==> src/rtl/dmem_access_ctrl_if.sv <==
// Single-outstanding valid/ready data-memory bus between the MEM-stage
// access controller (master) and the data memory (slave).
interface dmem_access_ctrl_if #(
    parameter int unsigned DATA_WIDTH     = 32,
    parameter int unsigned BUS_ADDR_WIDTH = 32
) ();
    logic                      bus_req_valid;
    logic                      bus_req_ready;
    logic                      bus_req_we;
    logic [BUS_ADDR_WIDTH-1:0] bus_req_addr;
    logic [DATA_WIDTH-1:0]     bus_req_wdata;
    logic [3:0]                bus_req_strb;
    logic                      bus_rsp_valid;
    logic [DATA_WIDTH-1:0]     bus_rsp_rdata;

    modport master (
        output bus_req_valid, bus_req_we, bus_req_addr, bus_req_wdata, bus_req_strb,
        input  bus_req_ready, bus_rsp_valid, bus_rsp_rdata
    );

    modport slave (
        input  bus_req_valid, bus_req_we, bus_req_addr, bus_req_wdata, bus_req_strb,
        output bus_req_ready, bus_rsp_valid, bus_rsp_rdata
    );
endinterface

==> src/rtl/dmem_access_ctrl.sv <==
// MEM-stage load/store sequencer: drives one data-memory access at a time,
// stalls the pipeline while it is in flight and formats returned load data.
module dmem_access_ctrl #(
    parameter int unsigned DATA_WIDTH     = 32,
    parameter int unsigned BUS_ADDR_WIDTH = 32,
    parameter int unsigned TIMEOUT        = 255
) (
    input  logic                      clk,
    input  logic                      rst,
    input  logic                      mem_r,
    input  logic                      mem_w,
    input  logic [BUS_ADDR_WIDTH-1:0] addr,
    input  logic [DATA_WIDTH-1:0]     w_data,
    input  logic [3:0]                w_strb,
    input  logic [2:0]                funct3,
    output logic                      stall,
    output logic [DATA_WIDTH-1:0]     ld_data,
    output logic                      ld_valid,
    output logic                      access_err,
    dmem_access_ctrl_if.master        dbus
);

    localparam int unsigned CNT_W   = 16;
    localparam logic [CNT_W-1:0] TO_LAST = CNT_W'(TIMEOUT - 1);

    typedef enum logic [1:0] {S_IDLE, S_REQ, S_WAIT, S_DONE} state_t;

    state_t           state;
    logic [CNT_W-1:0] to_cnt;
    logic [2:0]       funct3_q;
    logic [1:0]       lane_q;

    // Stores only accept sb/sh/sw; loads reject the unused size codes.
    function automatic logic is_misaligned(input logic is_store, input logic [2:0] f3,
                                           input logic [1:0] lane);
        logic mis;
        case (f3)
            3'b000:  mis = 1'b0;
            3'b001:  mis = lane[0];
            3'b010:  mis = |lane;
            3'b100:  mis = is_store;
            3'b101:  mis = is_store | lane[0];
            default: mis = 1'b1;
        endcase
        return mis;
    endfunction

    function automatic logic [DATA_WIDTH-1:0] fmt_load(input logic [2:0] f3,
                                                       input logic [1:0] lane,
                                                       input logic [DATA_WIDTH-1:0] rdata);
        logic [7:0]            b;
        logic [15:0]           h;
        logic [DATA_WIDTH-1:0] r;
        b = rdata[{lane, 3'b000} +: 8];
        h = lane[1] ? rdata[31:16] : rdata[15:0];
        case (f3)
            3'b000:  r = {{24{b[7]}}, b};
            3'b001:  r = {{16{h[15]}}, h};
            3'b010:  r = rdata;
            3'b100:  r = {24'd0, b};
            3'b101:  r = {16'd0, h};
            default: r = '0;
        endcase
        return r;
    endfunction

    assign stall = ((state == S_IDLE) && (mem_r || mem_w)) ||
                   (state == S_REQ) || (state == S_WAIT);

    always_ff @(posedge clk or posedge rst) begin
        if (rst) begin
            state              <= S_IDLE;
            to_cnt             <= '0;
            funct3_q           <= '0;
            lane_q             <= '0;
            ld_data            <= '0;
            ld_valid           <= 1'b0;
            access_err         <= 1'b0;
            dbus.bus_req_valid <= 1'b0;
            dbus.bus_req_we    <= 1'b0;
            dbus.bus_req_addr  <= '0;
            dbus.bus_req_wdata <= '0;
            dbus.bus_req_strb  <= '0;
        end else begin
            ld_valid   <= 1'b0;
            access_err <= 1'b0;
            case (state)
                S_IDLE: begin
                    if (mem_r || mem_w) begin
                        to_cnt   <= '0;
                        funct3_q <= funct3;
                        lane_q   <= addr[1:0];
                        if (is_misaligned(mem_w, funct3, addr[1:0])) begin
                            state      <= S_DONE;
                            access_err <= 1'b1;
                        end else begin
                            // Store wins when both requests are raised.
                            state              <= S_REQ;
                            dbus.bus_req_valid <= 1'b1;
                            dbus.bus_req_we    <= mem_w;
                            dbus.bus_req_addr  <= {addr[BUS_ADDR_WIDTH-1:2], 2'b00};
                            dbus.bus_req_wdata <= mem_w ? w_data : '0;
                            dbus.bus_req_strb  <= mem_w ? w_strb : 4'b0000;
                        end
                    end
                end
                S_REQ: begin
                    to_cnt <= CNT_W'(to_cnt + 1'b1);
                    if (to_cnt == TO_LAST) begin
                        state              <= S_DONE;
                        access_err         <= 1'b1;
                        ld_data            <= '0;
                        dbus.bus_req_valid <= 1'b0;
                    end else if (dbus.bus_req_ready) begin
                        state              <= S_WAIT;
                        dbus.bus_req_valid <= 1'b0;
                    end
                end
                S_WAIT: begin
                    to_cnt <= CNT_W'(to_cnt + 1'b1);
                    if (to_cnt == TO_LAST) begin
                        state      <= S_DONE;
                        access_err <= 1'b1;
                        ld_data    <= '0;
                    end else if (dbus.bus_rsp_valid) begin
                        state <= S_DONE;
                        if (!dbus.bus_req_we) begin
                            ld_data  <= fmt_load(funct3_q, lane_q, dbus.bus_rsp_rdata);
                            ld_valid <= 1'b1;
                        end
                    end
                end
                S_DONE: begin
                    // Requests still visible here belong to the finishing instruction.
                    state <= S_IDLE;
                end
            endcase
        end
    end

endmodule
==> src/flat_wrapper.sv <==
// flat-port wrapper written by rule: the top's interface ports become plain ports
module dmem_access_ctrl_flat 
#(
    parameter int unsigned DATA_WIDTH     = 32,
    parameter int unsigned BUS_ADDR_WIDTH = 32,
    parameter int unsigned TIMEOUT        = 255
)
  (clk, rst, mem_r, mem_w, addr, w_data, w_strb, funct3, stall, ld_data, ld_valid, access_err, dbus_bus_req_valid, dbus_bus_req_we, dbus_bus_req_addr, dbus_bus_req_wdata, dbus_bus_req_strb, dbus_bus_req_ready, dbus_bus_rsp_valid, dbus_bus_rsp_rdata);
  dmem_access_ctrl_if #(.DATA_WIDTH(DATA_WIDTH), .BUS_ADDR_WIDTH(BUS_ADDR_WIDTH)) dbus_i ();
  input  logic clk;
  input  logic rst;
  input  logic mem_r;
  input  logic mem_w;
  input  logic [BUS_ADDR_WIDTH-1:0] addr;
  input  logic [DATA_WIDTH-1:0] w_data;
  input  logic [3:0] w_strb;
  input  logic [2:0] funct3;
  output logic stall;
  output logic [DATA_WIDTH-1:0] ld_data;
  output logic ld_valid;
  output logic access_err;
  output wire logic [$bits(dbus_i.bus_req_valid)-1:0] dbus_bus_req_valid;
  output wire logic [$bits(dbus_i.bus_req_we)-1:0] dbus_bus_req_we;
  output wire logic [$bits(dbus_i.bus_req_addr)-1:0] dbus_bus_req_addr;
  output wire logic [$bits(dbus_i.bus_req_wdata)-1:0] dbus_bus_req_wdata;
  output wire logic [$bits(dbus_i.bus_req_strb)-1:0] dbus_bus_req_strb;
  input wire logic [$bits(dbus_i.bus_req_ready)-1:0] dbus_bus_req_ready;
  input wire logic [$bits(dbus_i.bus_rsp_valid)-1:0] dbus_bus_rsp_valid;
  input wire logic [$bits(dbus_i.bus_rsp_rdata)-1:0] dbus_bus_rsp_rdata;
  assign dbus_bus_req_valid = dbus_i.bus_req_valid;
  assign dbus_bus_req_we = dbus_i.bus_req_we;
  assign dbus_bus_req_addr = dbus_i.bus_req_addr;
  assign dbus_bus_req_wdata = dbus_i.bus_req_wdata;
  assign dbus_bus_req_strb = dbus_i.bus_req_strb;
  assign dbus_i.bus_req_ready = dbus_bus_req_ready;
  assign dbus_i.bus_rsp_valid = dbus_bus_rsp_valid;
  assign dbus_i.bus_rsp_rdata = dbus_bus_rsp_rdata;
  dmem_access_ctrl #(.DATA_WIDTH(DATA_WIDTH), .BUS_ADDR_WIDTH(BUS_ADDR_WIDTH), .TIMEOUT(TIMEOUT)) u_core (.clk(clk), .rst(rst), .mem_r(mem_r), .mem_w(mem_w), .addr(addr), .w_data(w_data), .w_strb(w_strb), .funct3(funct3), .stall(stall), .ld_data(ld_data), .ld_valid(ld_valid), .access_err(access_err), .dbus(dbus_i));
endmodule
==> config.mk <==
export PLATFORM = sky130hd
export DESIGN_NAME = dmem_access_ctrl_flat
export DESIGN_NICKNAME = d
export VERILOG_FILES = /design/src/rtl/dmem_access_ctrl_if.sv /design/src/rtl/dmem_access_ctrl.sv /design/src/flat_wrapper.sv
export SDC_FILE = /design/constraint.sdc
export NUM_CORES = 1
export LEC_CHECK = 0
export CORE_AREA = 2 2 145 147
export DETAILED_ROUTE_END_ITERATION = 8
export DIE_AREA = 0 0 147 149
export GPL_TIMING_DRIVEN = 0
export SLEW_MARGIN = 20
export SYNTH_ARGS = -nofsm -noshare
export SYNTH_HDL_FRONTEND = slang
export SYNTH_SLANG_ARGS = --single-unit
==> constraint.sdc <==
create_clock -name clk -period 4 [get_ports clk]
set_clock_uncertainty 0.05 [all_clocks]
set_input_delay 0.8 -clock clk [delete_from_list [all_inputs] [get_ports clk]]
set_output_delay 0.8 -clock clk [all_outputs]
set_load 0.03 [all_outputs]
==> run metrics, run 1 <==
post-synth top area share=52.2%; largest net degree at the start of global routing=30; most area-hungry cell type in the Yosys netlist=dfrtp_1; final setup vio count=0; Gate Count Post-Synth=518; CTS tree=done; Netlist Area Pre-Place=0.00600 mm²; Worst R2R Path Depth=7; Worst Hold Launch=u_core.dbus.bus_req_wdata[16]$_DFFE_PP0P_; Worst Hold Depth=2; clock sink count=125; IO Count=214; placed cells=1009; critical path type=in -> out; nets=868; worst-margin pin slew=922 ps; RSZ-0062 raised after global routing=no; part of the Yosys area used for sequential elements=52.2%; Pre-Repair DR Iteration Count=8; CP Cell Sequence=clkdlybuf4s50_1 > o21ai_1 > nand3_1 > clkdlybuf4s50_1; H-tree levels=4; die span in x=147 µm; reg2reg start=u_core.state[0]$_DFFE_PP0P_; status=completed; cell mode on critical path=clkdlybuf4s50_1; final period utilization=90.0%; Clock Power Share=21.1%; final WL=17100 µm; sequential power share=28.4%; switching share of power=41.2%; vias in the first global route=4957; Post-synth EDFFs=0; GRT Overall Usage=15.9%; most common library cell in the layout ignoring fill and taps=clkdlybuf4s50_1; syn avg cell area=11.6 µm²; Worst R2R End=u_core.dbus.bus_req_addr[5]$_DFFE_PP0P_; Routed Antenna Nets=0; critical path fanouts, max=8; Pwr Density=818 mW/mm²; Worst R2R Setup Slack=1350 ps; clock latency on the worst-skew pair=410 ps; Setup TNS Final=0 ps; initial antenna violation count=0; post-DP HPWL=12900 µm; Post-synth ARST share=100%; Netlist cell types=57; Synth-to-Final Area Change=52.5%; Initial Utilization=29.2%; Post-synth top flop=dfrtp_1; sequential cell area=0.00313 mm²; startpoint types=input port; TritonCTS Buffers=17; clk slew on worst S/H paths=60 ps; Max-cap violations=0; initial drt markers=194; area of the core=0.0206 mm²; Max stage delay cell, worst path=clkdlybuf4s50_1; Power Internal=4.40 mW; Worst Hold Class=reg -> reg; CP Data Required Time=3150 ps; hold_buf cts=0; synthesis warning total=0; Slew Limit Fails=0; vias=4918; share of layout cells above drive strength 1=17.0%; I/O Buffers=211; diode count=0; multi-input gate area in the final layout=0.00262 mm²; crit-path max cell delay=630 ps; grt total ovfl=0; flops & latches, synth=125; fin crit period=3600 ps; Die Y=149 µm; Bufs on Longest Clock Path=2; top cells by area, synth=dfrtp_1, o2bb2ai_2, mux2_2; Highest Clock Rate=278 MHz; first-pass GRT wire length=27200 µm; post-CTS setup buffers=0; per-cell routed wire length=16.5 µm; post-cts sizing count=0; DRC=0; static leakage=3.73 nW; worst vdd ir=0.413 mV; Max-Slew Margin vs Limit=38.1%; Psw=3.09 mW; Via-to-Cell Ratio=4.72; combinational fraction of design power=50.5%; Rows=53; GP Congestion=0.810; most frequent cells in the layout=clkdlybuf4s50_1, dfrtp_1, nand2_1, o21ai_0, mux2_2; Arr. time, crit path=2750 ps; final hold violations=0; clk root buf=clkbuf_16; Worst Hold End=u_core.dbus.bus_req_wdata[16]$_DFFE_PP0P_; Fill cells=1963; crit end category=output port; Finished Layout Cells=1041; die area=0.0219 mm²
==> critical path: cells and delay by family <==
| family | cells | cell delay (ps) |
|---|---|---|
| buffers and inverters | 2 | 1160 |
| AOI/OAI and AO/OA | 1 | 600 |
| and+or+nand+nor | 1 | 190 |
==> logic make-up after synthesis <==
family          synth area share [%]
simple gates                    12.9
compound gates                  19.6
flops                           52.2
mux                             9.76
buf+inv                         4.15
fa+ha+maj                       1.25
other cells                   0.0625
xor+xnor                       0.146
==> flip-flops by register name, summed over array words and instances (netlist names) <==
name / flops
u_core.to_cnt: 16
u_core.access_err: 1
u_core.dbus.bus_req_we: 1
u_core.dbus.bus_req_wdata: 32
u_core.dbus.bus_req_valid: 1
u_core.ld_data: 32
u_core.dbus.bus_req_addr: 30
u_core.ld_valid: 1
u_core.lane_q: 2
u_core.dbus.bus_req_strb: 4
u_core.funct3_q: 3
u_core.state: 2
==> area by class of cell <==
| type | instances | area share (%) |
|---|---|---|
| Buffer | 34 | 2.27 |
| Clock buffer | 21 | 5.14 |
| Clock inverter | 11 | 1.46 |
| Inverter | 11 | 0.493 |
| Multi-Input combinational cell | 349 | 28.7 |
| Sequential cell | 125 | 34.2 |
| Tap cell | 275 | 3.76 |
| Timing Repair Buffer | 215 | 24.0 |
==> worst max path at each step <==
stage | startpoint | end | depth (start not counted)
after floorplan | rst | u_core.access_err$_DFF_PP0_ | 1
after global placement | rst | u_core.ld_data[17]$_DFFE_PP0P_ | 2
after detailed placement | mem_w | stall | 4
after CTS | mem_w | stall | 4
after global routing | mem_w | stall | 4
final | mem_w | stall | 4
==> synthesized netlist by cell type (2+ instances only) <==
cell type,n
a221oi_1,10
o21ai_0,50
a21oi_1,11
nor3b_1,3
or4b_1,2
o21ai_1,3
nor3_1,7
a222oi_1,7
o21bai_1,2
nor2_1,9
o31ai_1,4
ha_1,6
and4_1,2
inv_1,11
nor2b_1,3
nand2b_1,3
nand4_1,3
o2bb2ai_1,2
mux2_1,17
nand2_1,82
dfrtp_1,125
o2bb2ai_2,30
nor4_1,2
clkbuf_1,13
or3_1,9
a22oi_1,16
nand3_1,4
and2_1,4
mux2_2,33
buf_4,4
buf_2,13
buf_12,3
==> stage by stage <==
step / setup WS, ps / cell area (µm²) / utilization (%) / total power, mW / hold WS, ps
after global routing: 223 / 9150 / 44.5 / 7.91 / 449
after floorplan: 1610 / 6000 / - / 4.41 / 443
after global placement: 274 / 8460 / 41.2 / 5.91 / 411
after CTS: 356 / 9150 / 44.5 / 7.56 / 433
final: 400 / 9150 / 44.5 / 7.48 / 426
after detailed placement: 380 / 8540 / 41.5 / 5.94 / 420
==> per-layer routing <==
metal | global-route usage, % | wire length (µm) | share of wire [%] | vias up
met3 | 6.12 | 1200 | 7.0 | 13
met2 | 24.6 | 7990 | 47 | 147
met5 | 0 | 0 | 0 | -
met1 | 21.0 | 7750 | 45 | 2370
li1 | - | - | - | 2388
met4 | 4.57 | 192 | 1.1 | 0
==> power groups by stage <==
stage / Clock [mW] / Combinational, mW / Sequential [mW]
detailed placement: 0 / 3.80 / 2.14
CTS: 1.61 / 3.82 / 2.13
global route: 1.68 / 4.03 / 2.20
floorplan: 0 / 1.37 / 3.05
global placement: 0 / 3.78 / 2.14
finish: 1.58 / 3.78 / 2.13
No activity file was read; power rests on OpenSTA's default activity.
==> run 2, diff against run 1 <==
--- a/config.mk
+++ b/config.mk
@@ -5,10 +5,11 @@
 export SDC_FILE = /design/constraint.sdc
 export NUM_CORES = 1
 export LEC_CHECK = 0
-export CORE_AREA = 2 2 145 147
+export CORE_AREA = 2 2 134 136
 export DETAILED_ROUTE_END_ITERATION = 8
-export DIE_AREA = 0 0 147 149
+export DIE_AREA = 0 0 136 138
 export GPL_TIMING_DRIVEN = 0
+export PLACE_DENSITY = 0.67
 export SLEW_MARGIN = 20
 export SYNTH_ARGS = -nofsm -noshare
 export SYNTH_HDL_FRONTEND = slang
==> run metrics, run 2 (synthesis gave the netlist of run 1 again) <==
status=completed; GP Congestion=0.874; CP Launch Point=mem_w; Pre-Repair DR Iteration Count=5; Highest Clock Rate=279 MHz; die span in x=136 µm; first-pass GRT wire length=27700 µm; area of the core=0.0175 mm²; Top delay family on crit path=buffers and inverters; Routed Antenna Nets=0; clk root buf=clkbuf_16; CP Capture Point=stall; hold_buf cts=0; startpoint types=input port; Bufs on Longest Clock Path=2; Max-Slew Margin vs Limit=29.9%; initial antenna violation count=0; vias=5007; share of layout cells above drive strength 1=17.0%; Initial Utilization=34.2%; reg2reg start=u_core.state[0]$_DFFE_PP0P_; post-DP HPWL=13200 µm; RSZ-0062 raised after global routing=no; initial drt markers=296; Fill cells=1599; GRT Overall Usage=18.7%; clock sink count=125; Max-cap violations=0; Pwr Density=824 mW/mm²; critical path fanouts, max=8; post-cts sizing count=0; clock latency on the worst-skew pair=410 ps; Worst R2R Setup Slack=1260 ps; Worst Hold Class=reg -> reg; CTS tree=done; final hold violations=0; final period utilization=89.5%; cell mode on critical path=clkdlybuf4s50_1; Tot Pwr=7.46 mW; Worst R2R End=u_core.dbus.bus_req_addr[3]$_DFFE_PP0P_; crit-path max cell delay=640 ps; Die Y=138 µm; Synth-to-Final Area Change=50.9%; Largest regs=u_core.dbus.bus_req_wdata: 32 flops, u_core.ld_data: 32 flops, u_core.dbus.bus_req_addr: 30 flops; diode count=0; H-tree levels=4; CP Cell Sequence=clkdlybuf4s50_1 > o21ai_1 > nand3_1 > clkdlybuf4s50_1; Crit path buffers/inverters=2; Arr. time, crit path=2730 ps; worst vdd ir=0.511 mV; most common library cell in the layout ignoring fill and taps=clkdlybuf4s50_1; Via-to-Cell Ratio=5.04; crit end category=output port; CP Data Required Time=3150 ps; TritonCTS Buffers=17; Slew Limit Fails=0; gr busiest metal=met2; grt met2 use=31.4%; nets=867; I/O Buffers=211; largest net degree at the start of global routing=35; DRC=0; Rows=49; design area=0.00905 mm²; clk slew on worst S/H paths=60 ps; placed cell area=0.00846 mm²; IO Count=214; die area=0.0188 mm²; final WL=17100 µm; fin crit period=3580 ps; Setup TNS Final=0 ps; vias in the first global route=5387; critical path type=in -> out; Hold WS=433 ps; Max stage delay cell, worst path=clkdlybuf4s50_1; GR Layer Usage met1=22.5%; static leakage=3.71 nW; post-CTS setup buffers=0; per-cell routed wire length=17.2 µm; Crit path depth=4; M3 GR Usage=5.83%; worst-margin pin slew=1040 ps; Worst R2R Path Depth=7; final setup vio count=0; grt total ovfl=0; most frequent cells in the layout=clkdlybuf4s50_1, dfrtp_1, nand2_1, o21ai_0, mux2_2
-- run 2: cell count changes in the layout (fill, tap and decap cells not counted), sizes merged --
cell and delta:
clkbuf -4, clkinv +2, buf -1, inv +2
-- run 2: where the power goes --
group,internal [mW],switching [mW]
clock,0.928,0.599
sequential,1.79,0.353
combinational,1.63,2.16
-- run 2: worst min-delay path by stage --
stage	to	start	cells past startpoint
final	u_core.dbus.bus_req_wdata[31]$_DFFE_PP0P_	u_core.dbus.bus_req_wdata[31]$_DFFE_PP0P_	2
after global routing	u_core.dbus.bus_req_addr[7]$_DFFE_PP0P_	u_core.dbus.bus_req_addr[7]$_DFFE_PP0P_	1
after CTS	u_core.dbus.bus_req_wdata[31]$_DFFE_PP0P_	u_core.dbus.bus_req_wdata[31]$_DFFE_PP0P_	2
after detailed placement	u_core.dbus.bus_req_wdata[28]$_DFFE_PP0P_	u_core.dbus.bus_req_wdata[28]$_DFFE_PP0P_	2
after global placement	u_core.dbus.bus_req_wdata[21]$_DFFE_PP0P_	u_core.dbus.bus_req_wdata[21]$_DFFE_PP0P_	2
after floorplan	u_core.to_cnt[1]$_DFFE_PP0P_	u_core.to_cnt[1]$_DFFE_PP0P_	2
-- run 2: layout make-up --
class                   instances  area, µm²  share of cell area [%]
well taps                     229        287                    3.17
clock buffers                  17        425                    4.70
plain buffers                  34        208                    2.29
repair buffers                214       2170                    24.0
inverters                      11       45.0                   0.498
clock inverters                15        164                    1.81
flip-flops and latches        125       3130                    34.6
multi-input cells             349       2620                    29.0
-- run 2: through the flow --
stage,setup slack (ps),util [%],std cells
2_1_floorplan,1610,-,519
3_3_place_gp,470,47.9,959
3_5_place_dp,420,48.3,962
4_1_cts,419,51.6,994
5_1_grt,336,51.6,994
6_report,419,51.6,994
-- run 2: worst register-to-register path: stages, from the launching register on --
cell and delay (ps):
dfrtp_1 420, inv_1 110, ha_1 270, o21ai_1 390, o21bai_1 420, buf_2 370
buf_4 240, mux2_1 350
-- run 2: layer usage --
layer,share of wire (%),wire length [µm],vias to the layer above
met4,2.0,350,0
met5,0,0,-
met2,51,8700,151
met1,41,6990,2456
met3,6.4,1090,27
li1,-,-,2373
==> run 3, diff against run 2 <==
--- a/config.mk
+++ b/config.mk
@@ -10,6 +10,7 @@
 export DIE_AREA = 0 0 136 138
 export GPL_TIMING_DRIVEN = 0
 export PLACE_DENSITY = 0.67
+export RECOVER_POWER = 25
 export SLEW_MARGIN = 20
 export SYNTH_ARGS = -nofsm -noshare
 export SYNTH_HDL_FRONTEND = slang
==> run metrics, run 3 (synthesis gave the netlist of run 1 again) <==
critical path fanouts, max=8; post-cts sizing count=0; Psw=3.11 mW; vias in the first global route=5387; failing checks=capacitance limit, slew limit; most frequent cells in the layout=clkdlybuf4s50_1, dfrtp_1, nand2_1, o21ai_0, mux2_2; diode count=0; Worst R2R Setup Slack=1260 ps; placed cell area=0.00846 mm²; cell mode on critical path=clkdlybuf4s50_1; Pwr Density=825 mW/mm²; Synth-to-Final Area Change=50.8%; TritonCTS Buffers=17; GP Congestion=0.874; Highest Clock Rate=279 MHz; Pre-Repair DR Iteration Count=5; clk root buf=clkbuf_16; Max stage delay cell, worst path=clkdlybuf4s50_1; fin crit period=3580 ps; vias=5011; clk slew on worst S/H paths=60 ps; I/O Buffers=211; static leakage=3.72 nW; GRT Overall Usage=18.7%; Routed Antenna Nets=0; Setup TNS Final=0 ps; Max-cap violations=1; clock latency on the worst-skew pair=410 ps; CP Cell Sequence=clkdlybuf4s50_1 > o21ai_1 > nand3_1 > clkdlybuf4s50_1; die area=0.0188 mm²; crit-path max cell delay=640 ps; first-pass GRT wire length=27700 µm; final hold violations=0; crit end category=output port; initial drt markers=296; Clock Power Share=20.5%; Via-to-Cell Ratio=5.04; initial antenna violation count=0; Fill cells=1601; RSZ-0062 raised after global routing=no; Bufs on Longest Clock Path=2; combinational fraction of design power=50.8%; Max-Slew Margin vs Limit=-7.02%; Largest regs=u_core.dbus.bus_req_wdata: 32 flops, u_core.ld_data: 32 flops, u_core.dbus.bus_req_addr: 30 flops; most common library cell in the layout ignoring fill and taps=clkdlybuf4s50_1; final period utilization=89.5%; Power Internal=4.35 mW; CTS tree=done; Finished Layout Cells=994; per-cell routed wire length=17.2 µm; placed cells=962; CP Data Required Time=3150 ps; hold_buf cts=0; Slew Limit Fails=34; status=complete, but fails checks; H-tree levels=4; critical path type=in -> out; grt total ovfl=0; Rows=49; Die Y=138 µm; final WL=17100 µm; post-CTS setup buffers=0; startpoint types=input port; worst vdd ir=0.511 mV; Arr. time, crit path=2730 ps; switching share of power=41.7%; design area=0.00904 mm²; sequential power share=28.7%; worst-margin pin slew=1610 ps; share of layout cells above drive strength 1=16.9%; IO Count=214; final setup vio count=0; area of the core=0.0175 mm²; largest net degree at the start of global routing=35; clock sink count=125; post-DP HPWL=13200 µm; Worst Hold Class=reg -> reg; nets=867; DRC=0; Initial Utilization=34.2%; die span in x=136 µm
## run 3: worst paths after layout
kind,start,endpoint,cells past startpoint
min in group asynchronous,rst,u_core.dbus.bus_req_strb[3]$_DFFE_PP0P_,2
max in group asynchronous,rst,u_core.dbus.bus_req_addr[13]$_DFFE_PP0P_,3
worst max register to register,u_core.state[0]$_DFFE_PP0P_,u_core.dbus.bus_req_addr[3]$_DFFE_PP0P_,7
worst min-delay path,u_core.dbus.bus_req_wdata[31]$_DFFE_PP0P_,u_core.dbus.bus_req_wdata[31]$_DFFE_PP0P_,2
worst max-delay path,mem_w,stall,4
worst min register to register,u_core.dbus.bus_req_wdata[31]$_DFFE_PP0P_,u_core.dbus.bus_req_wdata[31]$_DFFE_PP0P_,2
## run 3: stage by stage
stage                     hold slack, ps  power, mW  setup slack (ps)  util (%)
after floorplan                      443       4.41              1610         -
after global placement               413       5.86               470      47.9
after detailed placement             424       5.96               420      48.3
after CTS                            438       7.52               419      51.6
after global routing                 453       7.86               172      51.6
final                                433       7.46               419      51.6
## run 3: critical path, delay by kind of cell
family,cells,cell delay (ps)
buffers and inverters,2,1130
and+or+nand+nor,1,210
AOI/OAI and AO/OA,1,590
## run 3: final cells by class
cell class                 count  area, µm²  area share [%]
buffer                        34        208            2.30
clock buffer                  17        425            4.70
clock inverter                15        164            1.81
inverter                      11       42.5           0.470
multi-input combinational    349       2620            29.0
sequential                   125       3130            34.6
tap                          229        287            3.17
timing repair buffer         214       2160            23.9
## run 3: per-layer routing
layer	up-vias	GRT usage, %	share of wire (%)
met4	0	6.52	2.0
met1	2456	22.5	41
met5	-	0	0
met2	155	31.4	51
met3	27	5.83	6.4
li1	2373	-	-
## run 3: power groups by stage
| stage | Sequential, mW | Clock (mW) | Combinational, mW |
|---|---|---|---|
| after floorplan | 3.05 | 0 | 1.37 |
| after global placement | 2.14 | 0 | 3.72 |
| after detailed placement | 2.15 | 0 | 3.80 |
| after CTS | 2.15 | 1.56 | 3.82 |
| after global routing | 2.22 | 1.61 | 4.03 |
| final | 2.14 | 1.53 | 3.79 |
